===== src/rtl/ex_pkg.sv =====
// ============================================================================
// ex_pkg
// ----------------------------------------------------------------------------
// Shared definitions for the execute-stage result buffer:
//   - default ALU result width and register-file address width
//   - bit positions inside the 3-bit ALU flag vector {Overflow, CarryOut, Zero}
//   - occupancy-state encoding of the 2-entry result buffer.  The encoding
//     equals the number of stored entries, so the state register doubles as
//     the occupancy count.
// ============================================================================
package ex_pkg;

    localparam int EX_DATA_WIDTH = 32;
    localparam int EX_RF_ADDR_W  = 5;

    localparam int FLAG_OVF = 2;
    localparam int FLAG_CF  = 1;
    localparam int FLAG_ZF  = 0;

    localparam logic [1:0] ST_EMPTY = 2'd0;
    localparam logic [1:0] ST_ONE   = 2'd1;
    localparam logic [1:0] ST_FULL  = 2'd2;

    // True when an ALU result must raise an overflow exception: the op is a
    // checked signed add/sub and the ALU reported overflow.
    function automatic logic ovfTrap(input logic ovfChk, input logic [2:0] flags);
        return ovfChk & flags[FLAG_OVF];
    endfunction

endpackage


===== src/rtl/ex_result_buffer.sv =====
// ============================================================================
// ex_result_buffer
// ----------------------------------------------------------------------------
// Two-entry FIFO that decouples the ALU from the next pipeline stage.  Each
// entry holds the ALU result, its flags, the destination register, the write
// enable and an overflow-exception bit.
//
// Optional feature (compile-time macro OVERFLOW_TRAP_EN):
//   defined   : exc = in_ovf_chk & Overflow is stored with each entry and the
//               register write is suppressed for an excepting entry.
//   undefined : out_exc is always 0, in_wen is stored unchanged and
//               in_ovf_chk is ignored.
//
// Ports
//   clk        in   clock, all state changes on the rising edge
//   rst        in   asynchronous, active-low reset
//   in_valid   in   upstream presents a result
//   in_ready   out  buffer can accept an entry this cycle
//   in_result  in   ALU result               [DATA_WIDTH]
//   in_flags   in   {Overflow, CarryOut, Zero}
//   in_ovf_chk in   signed add/sub whose overflow is checked
//   in_wdest   in   destination register      [RF_ADDR_W]
//   in_wen     in   register write enable
//   flush      in   synchronous discard of all entries (highest priority)
//   out_valid  out  head entry is valid
//   out_ready  in   downstream consumes the head
//   out_result/out_flags/out_wdest/out_wen/out_exc  out  head entry, 0 when empty
//   count      out  occupancy 0..2
// ============================================================================
module ex_result_buffer
    import ex_pkg::*;
#(
    parameter int DATA_WIDTH = EX_DATA_WIDTH,
    parameter int RF_ADDR_W  = EX_RF_ADDR_W
) (
    input  logic                  clk,
    input  logic                  rst,
    input  logic                  in_valid,
    output logic                  in_ready,
    input  logic [DATA_WIDTH-1:0] in_result,
    input  logic [2:0]            in_flags,
    input  logic                  in_ovf_chk,
    input  logic [RF_ADDR_W-1:0]  in_wdest,
    input  logic                  in_wen,
    input  logic                  flush,
    output logic                  out_valid,
    input  logic                  out_ready,
    output logic [DATA_WIDTH-1:0] out_result,
    output logic [2:0]            out_flags,
    output logic [RF_ADDR_W-1:0]  out_wdest,
    output logic                  out_wen,
    output logic                  out_exc,
    output logic [1:0]            count
);

    logic [1:0] state_q, state_d;
    logic       wrPtr_q, wrPtr_d;
    logic       rdPtr_q, rdPtr_d;

    // Cleared by reset and set on the first rising edge afterwards, so that
    // in_ready stays low for the whole reset period even though the
    // occupancy state reads EMPTY.
    logic       live_q;

    logic [DATA_WIDTH-1:0] result_q [2];
    logic [2:0]            flags_q  [2];
    logic [RF_ADDR_W-1:0]  wdest_q  [2];
    logic                  wen_q    [2];
    logic                  exc_q    [2];

    logic push;
    logic pop;
    logic excIn;
    logic wenIn;

    assign in_ready  = live_q && (state_q != ST_FULL);
    assign out_valid = (state_q != ST_EMPTY);
    assign count     = state_q;

    assign push = in_valid && in_ready;
    assign pop  = out_valid && out_ready;

`ifdef OVERFLOW_TRAP_EN
    assign excIn = ovfTrap(in_ovf_chk, in_flags);
    assign wenIn = in_wen & ~excIn;
`else
    logic unusedOvfChk;
    assign unusedOvfChk = in_ovf_chk;
    assign excIn        = 1'b0;
    assign wenIn        = in_wen;
`endif

    // Occupancy and pointer next-state.  Flush overrides any same-cycle push
    // or pop.  A FULL buffer never pushes because in_ready is low there.
    always_comb begin
        state_d = state_q;
        wrPtr_d = wrPtr_q;
        rdPtr_d = rdPtr_q;
        if (flush) begin
            state_d = ST_EMPTY;
            wrPtr_d = 1'b0;
            rdPtr_d = 1'b0;
        end else begin
            if (push) begin
                wrPtr_d = ~wrPtr_q;
            end
            if (pop) begin
                rdPtr_d = ~rdPtr_q;
            end
            case (state_q)
                ST_EMPTY: begin
                    if (push) begin
                        state_d = ST_ONE;
                    end
                end
                ST_ONE: begin
                    if (push && !pop) begin
                        state_d = ST_FULL;
                    end else if (pop && !push) begin
                        state_d = ST_EMPTY;
                    end
                end
                ST_FULL: begin
                    if (pop) begin
                        state_d = ST_ONE;
                    end
                end
                default: begin
                    state_d = ST_EMPTY;
                end
            endcase
        end
    end

    always_ff @(posedge clk or negedge rst) begin
        if (!rst) begin
            state_q <= ST_EMPTY;
            wrPtr_q <= 1'b0;
            rdPtr_q <= 1'b0;
            live_q  <= 1'b0;
        end else begin
            state_q <= state_d;
            wrPtr_q <= wrPtr_d;
            rdPtr_q <= rdPtr_d;
            live_q  <= 1'b1;
        end
    end

    // Entry storage.  Only the slot under the write pointer is written; a
    // flushed push must not leave data behind.
    always_ff @(posedge clk or negedge rst) begin
        if (!rst) begin
            for (int i = 0; i < 2; i++) begin
                result_q[i] <= '0;
                flags_q[i]  <= '0;
                wdest_q[i]  <= '0;
                wen_q[i]    <= 1'b0;
                exc_q[i]    <= 1'b0;
            end
        end else if (push && !flush) begin
            result_q[wrPtr_q] <= in_result;
            flags_q[wrPtr_q]  <= in_flags;
            wdest_q[wrPtr_q]  <= in_wdest;
            wen_q[wrPtr_q]    <= wenIn;
            exc_q[wrPtr_q]    <= excIn;
        end
    end

    // Head entry is forced to zero while the buffer is empty so stale data
    // never reaches the writeback stage.
    always_comb begin
        out_result = '0;
        out_flags  = '0;
        out_wdest  = '0;
        out_wen    = 1'b0;
        out_exc    = 1'b0;
        if (out_valid) begin
            out_result = result_q[rdPtr_q];
            out_flags  = flags_q[rdPtr_q];
            out_wdest  = wdest_q[rdPtr_q];
            out_wen    = wen_q[rdPtr_q];
            out_exc    = exc_q[rdPtr_q];
        end
    end

endmodule


===== config.mk =====
export PLATFORM = sky130hd
export DESIGN_NAME = ex_result_buffer
export DESIGN_NICKNAME = d
export VERILOG_FILES = /design/src/rtl/ex_pkg.sv /design/src/rtl/ex_result_buffer.sv
export SDC_FILE = /design/constraint.sdc
export NUM_CORES = 1
export LEC_CHECK = 0
export ABC_AREA = 0
export CELL_PAD_IN_SITES_DETAIL_PLACEMENT = 0
export CELL_PAD_IN_SITES_GLOBAL_PLACEMENT = 1
export CORE_MARGIN = 3
export CORE_UTILIZATION = 38
export DETAILED_ROUTE_END_ITERATION = 16
export PLACE_DENSITY_LB_ADDON = 0.1
export SLEW_MARGIN = 20
export SYNTH_ARGS = -nofsm -noshare
export SYNTH_HDL_FRONTEND = slang
export SYNTH_SLANG_ARGS = --single-unit

===== constraint.sdc =====
create_clock -name clk -period 1.5 [get_ports clk]
set_clock_uncertainty 0.2 [all_clocks]
set_input_delay 0.15 -clock clk [delete_from_list [all_inputs] [get_ports clk]]
set_output_delay 0.15 -clock clk [all_outputs]
set_load 0.05 [all_outputs]

# == Yosys cells after proc, flatten, opt, wreduce, memory -nomap -nowiden ==
# Index checks and enable logic that the tools add are counted.
# classes
n_mux,42
bitwise,6
n_lt_le_gt_ge,3
n_eq_ne,6
reduce_logical,15
# op_table
op,count
$mux W32,5
$bwmux W64,1
$demux W32 S1,1
$mux W5,5
$mux W3,5
$mux W1,13
$bwmux W10,1
$mux W2,5
$logic_and A1 B1 Y1,7
$bwmux W6,1
$ne A3 B3 Y1 const B,2
$pmux W2 S3,1
$reduce_bool A2 Y1,3
$demux W5 S1,1
$ge A2 B2 Y1 const B,2
$ne A4 B4 Y1 const B,1
$not A1 Y2,2
$demux W3 S1,1
$logic_not A1 Y1,3
$reduce_and A3 Y1,1
$and A2 B2 Y2,1
$bwmux W2,1
$eq A2 B1 Y1 const B,1
$eq A2 B2 Y1 const B,1
other kinds (6),7
# totals
out_inout_bits,46
inputBits,47
word_cells,86
regBits,89

# == Longest topological paths before layout ==
# Gate-level depths: netlist of run 1.
# depth
ltp_word,9
mapped_depth,4
ltp_nobuf,3

# == Worst setup path before layout of run 1 ==
# Ideal clock, no wire load.
# synth_path
path_kind,register to output
startpoint,register state_q[1] (netlist: count[1])
endpoint,output out_exc
n_path_buf,1
required_time_ps,1150
t_arrival_ps,1844
slack_ps,-694
stages_incl_launch_ff,4
cell_sequence,dfrtp_1 > nor2_1 > clkbuf_1 > nor2_1
# synth_via
elab_chain_len,2
# synth_lines
item,line,text
"start, declared",ex_result_buffer.sv:56,"logic [1:0] state_q, state_d;"
"start signal, assigned",ex_result_buffer.sv:142,state_q <= state_d;
$reduce_bool A2 Y1,ex_result_buffer.sv:77,assign out_valid = (state_q != ST_EMPTY);
$mux W1,ex_result_buffer.sv:177,if (out_valid) begin
"end, declared",ex_result_buffer.sv:52,"output logic out_exc,"
# No other way between the ends.

# == Worst setup path after layout of run 1 ==
# layout_path
startpoint,register state_q[1] (netlist: count[1])
endpoint,register result_q[43] in the netlist's numbering
# layout_via
elab_chain_len,4
# layout_lines
item,line,text
$ne A2 B2 Y1,ex_result_buffer.sv:76,assign in_ready = live_q && (state_q != ST_FULL);
$logic_and A1 B1 Y1,ex_result_buffer.sv:76,
$logic_and A1 B1 Y1,ex_result_buffer.sv:80,assign push = in_valid && in_ready;
$logic_and A1 B1 Y1,ex_result_buffer.sv:160,end else if (push && !flush) begin
"end signal, assigned by index",ex_result_buffer.sv:161,result_q[wrPtr_q] <= in_result;
"end, declared",ex_result_buffer.sv:65,logic [DATA_WIDTH-1:0] result_q [2];
# No other way between the ends.
# A chain may end at the register's enable or synchronous reset.

==> run metrics, run 1 <==
Post-Synth Simple-Gate Area 6.72%; gr ovfl total 0; Residual DRC 0; cells along the critical path buf_6, nand2b_4, buf_12, nand4b_4, buf_4, buf_6, buf_8, mux2_4; pre-CTS setup slack -0.459 ns; deepest clock path buffer count 2; Hold Path Class in2async; Arr. time, crit path 1.94 ns; gpl congestion slightly above 0.7; Post-Synthesis Cells 297; Max Cap Violations 0; synthesized area per cell 14.6 um^2; # nets final about 500; internal power 6.23 mW; CP endpoint kind flip-flop; Layout fillers 756; Synth cell types 26; Post-synth EDFFs 0; layout cell share with drive strength beyond 1 68.0%; final worst slack -0.431 ns; multiplexer share of the synthesized area 37.7%; Peak Freq 518 MHz; Critical Path Max Stage Delay 0.43 ns; clk slew on worst S/H paths 0.06 ns; largest family of logic cells by synthesized area multiplexers; die width 113 um; period utilisation layout 129%; initial antenna violation count 0; Port Buffers 91; Post-Synth XOR/XNOR Area 0.202%; vias in the first global route roughly 3200; peak supply drop 0.709 mV; first-pass detailed-route iteration total 4; Worst setup SP type flip-flop; Req. time, crit path 1.51 ns; Post-Syn Area approximately 4300 um^2; Routed WL 11300 um; final hold vios 0; sequential share of power between 30% and 40%; register area share after synthesis 51.3%; Cell Pwr Density 1150 nW/um^2; row count 38; chip height 113 um; Gate power share 31.7%; total number of vias 2882; final setup violation count 132; Final min period a little under 2 ns; ant diodes 0; status complete, but fails checks; CP dominant cell by count buf_6; post-synth net total 344; worst-skew pair later-pin latency 0.33 ns; switch share between 20% and 30%; first-pass GRT wire length about 18000 um; Antenna Nets Post-Route 0; Top FF cell, synth dfrtp_1; Initial Util 39.5%; area delta synth->final 76.1%; Yosys warning total 0; top-level I/O count 93; CTS tree done; RSZ-0062 raised after global routing true; Synth Area in Compound Gates less than 1%; adder-cell share of the synthesized area 0%; CP Max Fanout 5; core footprint 11000 um^2; DR vias/cell 4.86; fin util 69.6%; P_leak between 3 and 4 nW; post-synthesis async set-or-reset flop share 100%; pin count of the biggest net entering global routing 54; clk sinks 89; Crit-path slowest cell dfrtp_2; violated checks setup timing; area of the die 12700 um^2; Seq cells post-synth 89; clock root cell clkbuf_16; CTS H-tree depth 3; P_sw between 2 and 3 mW; fin. max-slew vios 0; number of DRC markers in iteration 0 104; critical path class reg2reg; Total GRT Usage roughly 18%; Clk network pwr share 28.9%; wire per inst 19.1 um; HPWL Detailed 6310 um; cts bufs inserted 9
synthesized netlist by cell type, types with 2 or more instances:
library cell  instances  share of area (%)
and2_1                3               0.43
buf_2                 4               0.46
buf_6                 8                2.1
clkbuf_1              5               0.43
dfrtp_1              89                 51
inv_1                 2               0.17
mux2_2                4                1.0
mux2_4               78                 27
mux2i_1              42                9.7
nor2_1               44                3.8
o21ai_0               3               0.35
per-stage QoR:
stage	instance area (um^2)	hold slack (ns)	power (mW)	instances	setup TNS [ns]
2_1_floorplan	4690	-0.346	4.79	297	-24.80
3_3_place_gp	5940	-0.0400	5.40	536	-35.81
3_5_place_dp	5940	-0.0368	5.44	536	-37.41
4_1_cts	7140	0.165	8.43	583	-46.23
5_1_grt	7640	0.194	9.14	593	-51.06
6_report	7640	0.144	8.77	593	-44.87
final cells by class:
cell class	count	area (um^2)	share of cell area (%)
sequential	89	2230	29.2
inverter	2	11.3	0.147
clock buffer	9	225	2.95
clock inverter	6	108	1.41
tap	140	175	2.29
timing repair buffer	158	2130	27.9
multi-input combinational	189	2760	36.1
power groups by stage:
stage	Sequential [mW]	Combinational (mW)	Clock (mW)
6_report	3.46	2.78	2.53
2_1_floorplan	3.18	1.61	0
4_1_cts	3.35	2.52	2.56
3_3_place_gp	3.26	2.14	0
5_1_grt	3.52	2.92	2.70
3_5_place_dp	3.26	2.18	0
cells in the final DEF, fill, tap and decap left out, types with 2 or more instances in the layout:
master and count:
clkdlybuf4s50_1 44, bufinv_16 3, buf_6 41, mux2i_2 14
mux2i_4 27, clkinvlp_4 2, dfrtp_2 3, clkbuf_16 16
and2_4 2, buf_4 16, buf_16 4, clkinv_2 2
dfrtp_1 86, mux2_4 82, nor2_4 42, buf_8 17
buf_12 28
state kept, by name (all words and copies together), names as in the netlist:
signal and flops:
result_q 64, count 2, exc_q 2, flags_q 6
rdPtr_q 1, wdest_q 10, wrPtr_q 1, wen_q 2
live_q 1
timing repair:
item / CTS / global route
endpoints found under the setup margin: 127 / 133
pin swaps: 3 / 13
cloned: 9 / 8
hold buffers: 1 / 0
endpoints found under the hold margin: 89 / 0
gates resized for setup: 90 / 97
buffers inserted: 25 / 19
per-layer routing:
layer  global-route usage [%]  routed length (um)  share of wire [%]  up-vias
met5                        0                   0                  0        -
met3                     3.48                 396                3.5       10
li1                         -                   -                  -     1346
met2                     28.3                5630                 50       59
met4                     4.33                 107               0.94        0
met1                     24.8                5200                 46     1467
worst paths after layout:
path                              startpoint      endpoint  slack, ns  depth (start not counted)
worst max-delay path                count[1]  result_q[43]      -0.43                          8
min in group clk                 in_flags[2]    flags_q[5]       0.26                          2
worst min register to register  result_q[17]  result_q[17]       0.32                          1
worst max register to register      count[1]  result_q[43]      -0.43                          8
max in group asynchronous                rst  result_q[44]       0.54                          3
worst min-delay path                     rst  result_q[35]       0.14                          3
critical path, delay by kind of cell, from the launching register on:
| family | cells | cell delay (ns) |
|---|---|---|
| buffers and inverters | 5 | 0.67 |
| flip-flops | 1 | 0.43 |
| multiplexers | 1 | 0.30 |
| AND/OR/NAND/NOR | 2 | 0.21 |
logic make-up after synthesis:
kind of cell | Yosys count
multiplexers | 124
flip-flops | 89
AND/OR/NAND/NOR | 57
buffers and inverters | 19
AO/OA/AOI/OAI | 6
XOR/XNOR | 1
other | 1
Power figures use the tool's default switching activity.
==> run 2, diff against run 1 <==
- CAP_MARGIN: default -> 20
==> results of run 2 <==
The final DEF is identical to that of run 1; final timing and power are the same.
==> run 3, diff against run 2 <==
- MAX_ROUTING_LAYER: default -> met4
==> run 3 against run 2 <==
  * The flow still finishes with violations (setup timing)
  * Wire length up 0.27%
  * Worst hold slack got worse by 0.0014 ns
  * Total power hardly changed
  * Critical path depth stayed put
  * Maximum frequency rose by 0.33%
  * Sequential cell count is the same
  * First-iteration DRC count down 13%
  * Register-to-register slack about the same
  * Via count rose by 0.38%
  * Die area unchanged
  * Clock power hardly changed
  * Cell count unchanged
  * Critical endpoint unchanged
  * Largest cell class unchanged
  * Largest power group unchanged
==> run metrics, run 3 (same netlist as run 1, synthesis figures left out) <==
# nets final 496 (unchanged); Worst setup SP type flip-flop (unchanged); total number of vias 2893 (was 2882); clk slew on worst S/H paths 0.06 ns (about the same); R2R cell count 8 (unchanged); CTS tree done (unchanged); RSZ-0062 raised after global routing true (unchanged); deepest clock path buffer count 2 (unchanged); CP Max Fanout 5 (unchanged); clk sinks 89 (unchanged); final hold vios 0 (unchanged); area of the die 12700 um^2 (unchanged); Worst Hold Slack 0.143 ns (was 0.144 ns); row count 38 (unchanged); largest register by flop count result_q (unchanged); initial antenna violation count 0 (unchanged); number of DRC markers in iteration 0 91 (was 104); Clk network pwr share 28.9% (about the same); switch share 29.0% (about the same); Residual DRC 0 (unchanged); die width 113 um (unchanged); Arr. time, crit path 1.94 ns (about the same); Cell Pwr Density 1150 nW/um^2 (about the same); Critical Path Max Stage Delay 0.43 ns (about the same); CP dominant cell by count buf_6 (unchanged); fin. max-slew vios 0 (unchanged); area delta synth->final 76.1% (unchanged); cells along the critical path buf_6, nand2b_4, buf_12, nand4b_4, buf_4, buf_6, buf_8, mux2_4 (unchanged); internal power 6.23 mW (unchanged); fin util 69.6% (unchanged); layout cell share with drive strength beyond 1 68.0% (unchanged); Req. time, crit path 1.51 ns (about the same); Initial Util 39.5% (unchanged); vias in the first global route 3173 (unchanged); critical path class reg2reg (unchanged); gr ovfl total 0 (unchanged); CTS H-tree depth 3 (unchanged); period utilisation layout 128% (was 129%); wire per inst 19.2 um (was 19.1 um); ant diodes 0 (unchanged); DR vias/cell 4.88 (was 4.86); most frequent cells in the layout dfrtp_1 (86), mux2_4 (82), clkdlybuf4s50_1 (44), nor2_4 (42), buf_6 (41) (unchanged); Design Area, Final 7640 um^2 (unchanged); sequential share of power 39.4% (about the same); gpl congestion 0.716 (was 0.708); Peak Freq 520 MHz (was 518 MHz); P_sw 2.54 mW (about the same); CP endpoint kind flip-flop (unchanged); status complete, but fails checks (unchanged); chip height 113 um (unchanged); Hold Path Class in2async (unchanged); peak supply drop 0.714 mV (was 0.709 mV); Placed Area 5940 um^2 (unchanged); violated checks setup timing (unchanged); final worst slack -0.425 ns (was -0.431 ns); final setup violation count 132 (unchanged); max FFs per register 64 (unchanged); clock root cell clkbuf_16 (unchanged); top-level I/O count 93 (unchanged); worst-skew pair later-pin latency 0.33 ns (about the same); Layout fillers 756 (unchanged); first-pass GRT wire length 17700 um (about the same); Total GRT Usage 18.1% (was 17.6%); Final min period 1.92 ns (was 1.93 ns); Routed WL 11400 um (was 11300 um); Gate power share 31.7% (about the same); HPWL Detailed 6310 um (unchanged); pin count of the biggest net entering global routing 54 (unchanged); Fin Setup TNS -44.72 ns (was -44.87 ns); Crit-path slowest cell dfrtp_2 (unchanged); core footprint 11000 um^2 (unchanged); Max Cap Violations 0 (unchanged); largest registers result_q: 64 flops, wdest_q: 10 flops, flags_q: 6 flops (unchanged); Port Buffers 91 (unchanged); cts bufs inserted 9 (unchanged); Antenna Nets Post-Route 0 (unchanged); P_leak 3.41 nW (unchanged); first-pass detailed-route iteration total 4 (unchanged); commonest non-fill, non-tap cell in the layout dfrtp_1 (unchanged)
==> run 3: cell counts in the layout (fill, tap and decap cells not counted) <==
No cell type changed its count.
==> run 3: critical path, delay by kind of cell, from the launching register on <==
family | cells | cell delay, ns
flops | 1 | 0.43
mux | 1 | 0.30
buf+inv | 5 | 0.67
simple gates | 2 | 0.21
==> run 3: layout make-up <==
cell class / instances / area [um^2] / area share [%]
clock buffer: 9 / 225 / 2.95
sequential: 89 / 2230 / 29.2
timing repair buffer: 158 / 2130 / 27.9
multi-input combinational: 189 / 2760 / 36.1
tap: 140 / 175 / 2.29
clock inverter: 6 / 108 / 1.41
inverter: 2 / 11.3 / 0.147
==> run 3: layer usage <==
metal	global-route usage [%]	share of wire, %
met1	24.8	46
met2	28.3	49
met3	3.32	3.4
met4	4.33	0.95
met5	-	0
==> run 3: final timing paths <==
path / from / to / slack [ns]
max: count[1] / result_q[43] / -0.42
min: rst / result_q[35] / 0.14
max reg2reg: count[1] / result_q[43] / -0.42
min reg2reg: result_q[49] / result_q[49] / 0.32
max in group asynchronous: rst / result_q[44] / 0.53
min in group clk: in_flags[2] / flags_q[5] / 0.26
==> run 3: metrics by stage <==
stage,std cells,power (mW),setup slack (ns)
after floorplan,297,4.79,-0.249
after global placement,536,5.40,-0.433
after detailed placement,536,5.44,-0.459
after CTS,583,8.43,-0.436
after global routing,593,9.14,-0.485
final,593,8.77,-0.425
==> run 3: repair_timing <==
action                     in CTS  in global routing
resized for setup              90                 97
hold endpoints to repair       89                  0
gates cloned                    9                  8
hold buffers                    1                  0
setup endpoints to repair     127                133
setup buffers                  25                 19
pin swaps                       3                 13
==> run 3: power groups by stage <==
stage,Sequential [mW],Combinational (mW),Clock (mW)
floorplan,3.18,1.61,0
global placement,3.26,2.14,0
detailed placement,3.26,2.18,0
CTS,3.35,2.52,2.56
global route,3.52,2.92,2.70
finish,3.46,2.78,2.53
